### src/rtl/ddr2idx_rd.sv
// ddr2idx_rd: turns an index-pair count and a DDR base address into DDR read
// bursts, then forwards exactly the needed data beats to the index-buffer
// loader through a 2-entry skid FIFO.
//
// Ports:
//   clk, rst                    clock, synchronous active-high reset
//   start, base_addr, idx_num   job launch (sampled on start, ignored while busy)
//   done                        one-cycle pulse after the last output handshake
//   rd_addr/rd_len/rd_addr_valid/rd_addr_ready   burst request channel
//   rd_data/rd_data_valid/rd_data_ready          returned data beats
//   out_data/out_valid/out_ready                 beat stream to the loader
module ddr2idx_rd #(
   parameter int DDR_W     = 512,
   parameter int IDX_W     = 16,
   parameter int ADDR_W    = 32,
   parameter int MAX_BURST = 4
) (
   input  logic              clk,
   input  logic              rst,
   input  logic              start,
   output logic              done,
   input  logic [ADDR_W-1:0] base_addr,
   input  logic [7:0]        idx_num,
   output logic [ADDR_W-1:0] rd_addr,
   output logic [7:0]        rd_len,
   output logic              rd_addr_valid,
   input  logic              rd_addr_ready,
   input  logic [DDR_W-1:0]  rd_data,
   input  logic              rd_data_valid,
   output logic              rd_data_ready,
   output logic [DDR_W-1:0]  out_data,
   output logic              out_valid,
   input  logic              out_ready
);

   localparam int         IDX_BATCH  = DDR_W / (2 * IDX_W);
   localparam int         BEAT_BYTES = DDR_W / 8;
   localparam logic [8:0] MAXB       = 9'(MAX_BURST);

   typedef enum logic [1:0] {IDLE, REQ, DRAIN} state_t;

   state_t            state;
   logic [ADDR_W-1:0] base;
   logic [8:0]        total, issued, recv, sent;
   logic [1:0]        fcnt;
   logic [DDR_W-1:0]  ent1;   // second FIFO slot; out_data is the head slot

   logic       busy, push, pop;
   logic [8:0] total_new, issued_nxt, sent_nxt;

   function automatic logic [7:0] burst_len(input logic [8:0] left);
      logic [8:0] b;
      b = (left > MAXB) ? MAXB : left;
      return 8'(b - 9'd1);
   endfunction

   assign total_new  = 9'((16'(idx_num) + 16'(IDX_BATCH - 1)) / 16'(IDX_BATCH));
   assign busy       = (state != IDLE);
   assign push       = rd_data_valid && rd_data_ready;
   assign pop        = out_valid && out_ready;
   assign issued_nxt = issued + 9'(rd_len) + 9'd1;
   assign sent_nxt   = sent + 9'(pop);

   // Ready depends only on registered state, never on out_ready.
   assign rd_data_ready = busy && (recv < total) && (fcnt != 2'd2);
   assign out_valid     = (fcnt != 2'd0);

   always_ff @(posedge clk) begin
      if (rst) begin
         state         <= IDLE;
         base          <= '0;
         total         <= '0;
         issued        <= '0;
         recv          <= '0;
         sent          <= '0;
         done          <= 1'b0;
         rd_addr       <= '0;
         rd_len        <= '0;
         rd_addr_valid <= 1'b0;
         fcnt          <= '0;
         ent1          <= '0;
         out_data      <= '0;
      end else begin
         done <= 1'b0;
         if (push) recv <= recv + 9'd1;
         if (pop)  sent <= sent_nxt;

         case (state)
            IDLE: if (start) begin
               issued <= '0;
               recv   <= '0;
               sent   <= '0;
               if (total_new == 9'd0) begin
                  done <= 1'b1;
               end else begin
                  base          <= base_addr;
                  total         <= total_new;
                  rd_addr       <= base_addr;
                  rd_len        <= burst_len(total_new);
                  rd_addr_valid <= 1'b1;
                  state         <= REQ;
               end
            end
            REQ: if (rd_addr_valid && rd_addr_ready) begin
               issued <= issued_nxt;
               if (issued_nxt == total) begin
                  rd_addr_valid <= 1'b0;
                  state         <= DRAIN;
               end else begin
                  rd_addr <= base + ADDR_W'(issued_nxt) * ADDR_W'(BEAT_BYTES);
                  rd_len  <= burst_len(total - issued_nxt);
               end
            end
            DRAIN: if (sent_nxt == total) begin
               // Look at the post-pop count so done lands one cycle after the last pop.
               done  <= 1'b1;
               state <= IDLE;
            end
            default: state <= IDLE;
         endcase

         // Skid FIFO: head lives directly in out_data so the output is registered.
         case ({push, pop})
            2'b10: begin
               if (fcnt == 2'd0) out_data <= rd_data;
               else              ent1     <= rd_data;
               fcnt <= fcnt + 2'd1;
            end
            2'b01: begin
               out_data <= ent1;
               fcnt     <= fcnt - 2'd1;
            end
            2'b11: begin
               if (fcnt == 2'd1) begin
                  out_data <= rd_data;
               end else begin
                  out_data <= ent1;
                  ent1     <= rd_data;
               end
            end
            default: ;
         endcase
      end
   end

endmodule

### config.mk
export PLATFORM = sky130hd
export DESIGN_NAME = ddr2idx_rd
export DESIGN_NICKNAME = d
export VERILOG_FILES = /design/src/rtl/ddr2idx_rd.sv
export SDC_FILE = /design/constraint.sdc
export NUM_CORES = 2
export LEC_CHECK = 0
export BUFFER_PORTS_ARGS = -buffer_cell sky130_fd_sc_hd__buf_2
export CAP_MARGIN = 20
export CORE_AREA = 2 2 439 441
export DETAILED_ROUTE_END_ITERATION = 8
export DIE_AREA = 0 0 441 443
export SLEW_MARGIN = 20
export SYNTH_ARGS = -nofsm -noshare
export SYNTH_HDL_FRONTEND = slang
export SYNTH_SLANG_ARGS = --single-unit
### constraint.sdc
create_clock -name clk -period 10.84 [get_ports clk]
set_input_delay 0 -clock clk [delete_from_list [all_inputs] [get_ports clk]]
set_output_delay 0 -clock clk [all_outputs]
set_load 0.05 [all_outputs]
==> results.md <==
- 85 — number of distinct library cells after synthesis
- 290700 um — global-route wire length before repair
- 0 — ANT nets after route
- 195400 sq um — area of the die
- 1114 — number of top-level design ports
- 4360 — DRT iter0 DRCs
- 122100 um — detailed placement HPWL
- 0.06 ns — clock-pin slew on the worst setup and hold paths
- 5.307 ns — post-layout minimum cycle time
- 0 — number of failing hold endpoints at the final stage
- 0.03791 ns — worst-case clock skew
- 67280 sq um — fin area
- 0 — DRC violation count after routing
- 0 — number of enable flip-flop cells after synthesis
- 5.813 ns — minimum setup slack after placement
- 26.29 nW — leak pwr
- 441 um — DIE WIDTH
- 5385 — number of instances in the synthesized netlist
- 0.9106 — RePlAce Congestion
- 0.1929 — share of cells above drive strength 1
- finished clean — status
- 51970 sq um — Cell Area, Placed
- 0.5087 — proportion of synthesized chip area in sequential cells
- 5.96 ns — Arr. time, crit path
- base[12] — R2R Path End
- 134 — number of CTS-inserted buffers
- 4 — H-Tree Depth
- 1134 — number of register bits inferred by synthesis
- 0 — share of synthesized registers carrying an async set or reset
- done — clock tree from TritonCTS
- 1134 x sky130_fd_sc_hd__dfxtp_1, 1113 x sky130_fd_sc_hd__buf_2, 1109 x sky130_fd_sc_hd__nand2_1, 1069 x sky130_fd_sc_hd__dlygate4sd3_1, 616 x sky130_fd_sc_hd__nor2_1 — commonest cells after routing, fill and taps aside
- 1134 — Clock Sinks
- 47460 — vias in the first global route
- fcnt[0] — Crit Reg-Reg Startpoint
- primary input to register — classification of the worst-slack hold path
- 50.76% — area growth from synthesis to layout
- 0 — setup violation total in the final timing report
- 161 — Site Rows
- 0.06234 ns — final hold slack
- 0 — Yosys Warn Count
- 35 — Worst Path Max Fanout
- 0.79 ns — clock latency reported for the late side of the worst-skew pair
- register to register — category of the critical setup timing path
- sky130_fd_sc_hd__clkbuf_16 — root buffer selected by CTS
- 5.533 ns — final critical-path setup slack
- 3 — maximum clock insertion buffer count
- 0 — Remaining Overflow, GRT
- 43 — initial antenna violation count
- register — Setup crit start kind
- 0.06934 — Slew HR
- 221 — pin count of the biggest net entering global routing
- sky130_fd_sc_hd__dfxtp_1 — prevailing post-synth register cell
- 191200 sq um — area inside the core boundary
- 0 — number of max-slew violations in the final report
- register — Crit. End Element
- 19.67 um — drt wl/cell
- 0.3519 — share of the core filled with cells
- 8.288 sq um — Post-Synthesis Mean Instance Area
- 44630 sq um — netlist area before placement
- rd_data[438] — Hold Path Origin
- 195300 um — drt total wl
- 11.49 ns — critical path data required time
- 0 — Maximum Capacitance Violations
- 5.001 — routed via count divided by cell count
- 0.2335 — starting utilization of the core area
- 0.4896 — share of the cycle needed by the critical path after routing
- 49670 — vias post-DR
- no — setup repair after global routing missed its margin
- 259.1 nW/um^2 — power density relative to cell area
- 1.396 ns — actual transition at the worst max-transition pin
- 0 — count of instances resized after the clock tree is built
- 7859 — Final nets
- ent1[438] — endpoint of the worst hold-timing path
- 1113 — quantity of I/O buffers inserted on ports
- 5982 — syn_nets
- 16 — Register-to-Register Path Depth
- 5.53 ns — r2r setup slk
- 4 — Cells on Worst Hold Path
- 0 ns — setup tns final
- 0.0001752 V — IR drop worst, VDD
- 188.4 MHz — Max Clock Freq
- 0.1889 — aggregate global-route resource usage
- 6 — Pre-Repair DR Iteration Count
- 443 um — die span in y
- sky130_fd_sc_hd__dfxtp_1 — most common cell after layout, fill and taps aside
per-layer routing:
layer | wire length, um | global-route usage | up-vias | share of wire
li1 | - | - | 22870 | -
met1 | 76360 | 0.2288 | 23800 | 0.39
met2 | 89490 | 0.2963 | 2385 | 0.46
met3 | 16530 | 0.05202 | 602 | 0.085
met4 | 12890 | 0.1143 | 12 | 0.066
met5 | 69 | 0 | - | 0.00035
layout make-up:
class / instances / area, sq um
antenna: 39 / 97.59
clock buffer: 191 / 3892
clock inverter: 50 / 611.8
fill: 19170 / 123900
inverter: 34 / 127.6
multi-input combinational: 3722 / 19790
sequential: 1134 / 22700
tap: 2526 / 3161
timing repair buffer: 2236 / 16900
kinds of logic after synthesis:
kind of cell,after synthesis,synth area share
xor+xnor,34,0.006672
flops,1134,0.5087
mux,32,0.007177
buf+inv,529,0.04923
simple gates,2381,0.2235
fa+ha+maj,39,0.01144
compound gates,1236,0.1933
sequential cells by signal, indices dropped and copies added, names as in the netlist:
name and count:
base 32, issued 9, total 5, rd_addr_valid 1
done 1, rd_len 8, state 2, recv 9
ent1 512, rd_addr 32, out_data 512, fcnt 2
sent 9
through the flow:
stage	power, mW	instances
6_report	17.43	9932
5_1_grt	18.20	9927
4_1_cts	17.46	9893
3_5_place_dp	12.48	8583
3_3_place_gp	12.41	8582
2_1_floorplan	10.36	5385
cell usage after synthesis, types with 4 or more instances:
master,instances,area (sq um)
sky130_fd_sc_hd__a21oi_1,558,2793
sky130_fd_sc_hd__a31oi_1,8,50.05
sky130_fd_sc_hd__o31a_1,4,35.03
sky130_fd_sc_hd__ha_1,36,450.4
sky130_fd_sc_hd__o21ai_0,21,105.1
sky130_fd_sc_hd__nor2_1,618,2320
sky130_fd_sc_hd__nor4_1,7,43.79
sky130_fd_sc_hd__xor2_1,16,140.1
sky130_fd_sc_hd__nand3b_1,7,52.55
sky130_fd_sc_hd__nor2b_1,7,43.79
sky130_fd_sc_hd__nand2b_1,5,31.28
sky130_fd_sc_hd__and3_1,12,75.07
sky130_fd_sc_hd__xnor2_1,18,157.7
sky130_fd_sc_hd__a221oi_1,514,4502
sky130_fd_sc_hd__nand4_1,10,62.56
sky130_fd_sc_hd__dfxtp_1,1134,22700
sky130_fd_sc_hd__o21a_1,5,37.54
sky130_fd_sc_hd__o2111ai_1,6,52.55
sky130_fd_sc_hd__nor3_1,532,2663
sky130_fd_sc_hd__clkbuf_1,418,1569
sky130_fd_sc_hd__and4_1,4,35.03
sky130_fd_sc_hd__o211ai_1,15,112.6
sky130_fd_sc_hd__nand3_1,24,120.1
sky130_fd_sc_hd__inv_1,33,123.9
sky130_fd_sc_hd__a211o_1,4,35.03
sky130_fd_sc_hd__a311oi_1,12,105.1
sky130_fd_sc_hd__a211oi_1,18,135.1
sky130_fd_sc_hd__or4_1,4,30.03
sky130_fd_sc_hd__and2_1,11,68.82
sky130_fd_sc_hd__buf_2,59,295.3
sky130_fd_sc_hd__or3_1,8,50.05
sky130_fd_sc_hd__clkbuf_8,8,110.1
sky130_fd_sc_hd__mux2i_1,32,320.3
sky130_fd_sc_hd__nand2_1,1110,4167
sky130_fd_sc_hd__a21o_1,12,90.09
sky130_fd_sc_hd__buf_6,4,45.04
sky130_fd_sc_hd__a22oi_1,12,90.09
worst max-delay path, stage by stage (launching register included):
cell and delay, ns:
sky130_fd_sc_hd__dfxtp_1 0.37, sky130_fd_sc_hd__inv_1 0.09, sky130_fd_sc_hd__ha_1 0.28, sky130_fd_sc_hd__inv_1 0.10, sky130_fd_sc_hd__nand2_1 0.21, sky130_fd_sc_hd__inv_1 0.51, sky130_fd_sc_hd__ha_1 0.32, sky130_fd_sc_hd__ha_1 0.23
sky130_fd_sc_hd__nand3_1 0.23, sky130_fd_sc_hd__o21ai_0 0.24, sky130_fd_sc_hd__nand4_1 0.10, sky130_fd_sc_hd__or4_1 0.65, sky130_fd_sc_hd__a21oi_4 0.33, sky130_fd_sc_hd__buf_4 0.58, sky130_fd_sc_hd__mux2i_1 0.28, sky130_fd_sc_hd__nor2_1 0.05
sky130_fd_sc_hd__dlygate4sd3_1 0.60
worst max path at each step:
stage,start,end,slack (ns)
after floorplan,rd_len[0],rd_len[2],6.20
after global placement,total[1],out_data[107],5.81
after detailed placement,total[1],out_data[148],5.81
after CTS,total[1],ent1[53],5.51
after global routing,total[1],ent1[53],5.15
final,fcnt[0],base[12],5.53
report_power, final:
group / switching [mW] / internal (mW) / leakage (nW)
Sequential: 0.534 / 5.04 / 9.24
Combinational: 5.41 / 1.82 / 14.9
Clock: 1.94 / 2.70 / 2.20
timing repair:
action                                 in CTS  in global routing
endpoints found under the hold margin    1130                  0
buffers inserted                            0                  0
hold buffers                             1069                  0
Power figures use the tool's default switching activity.
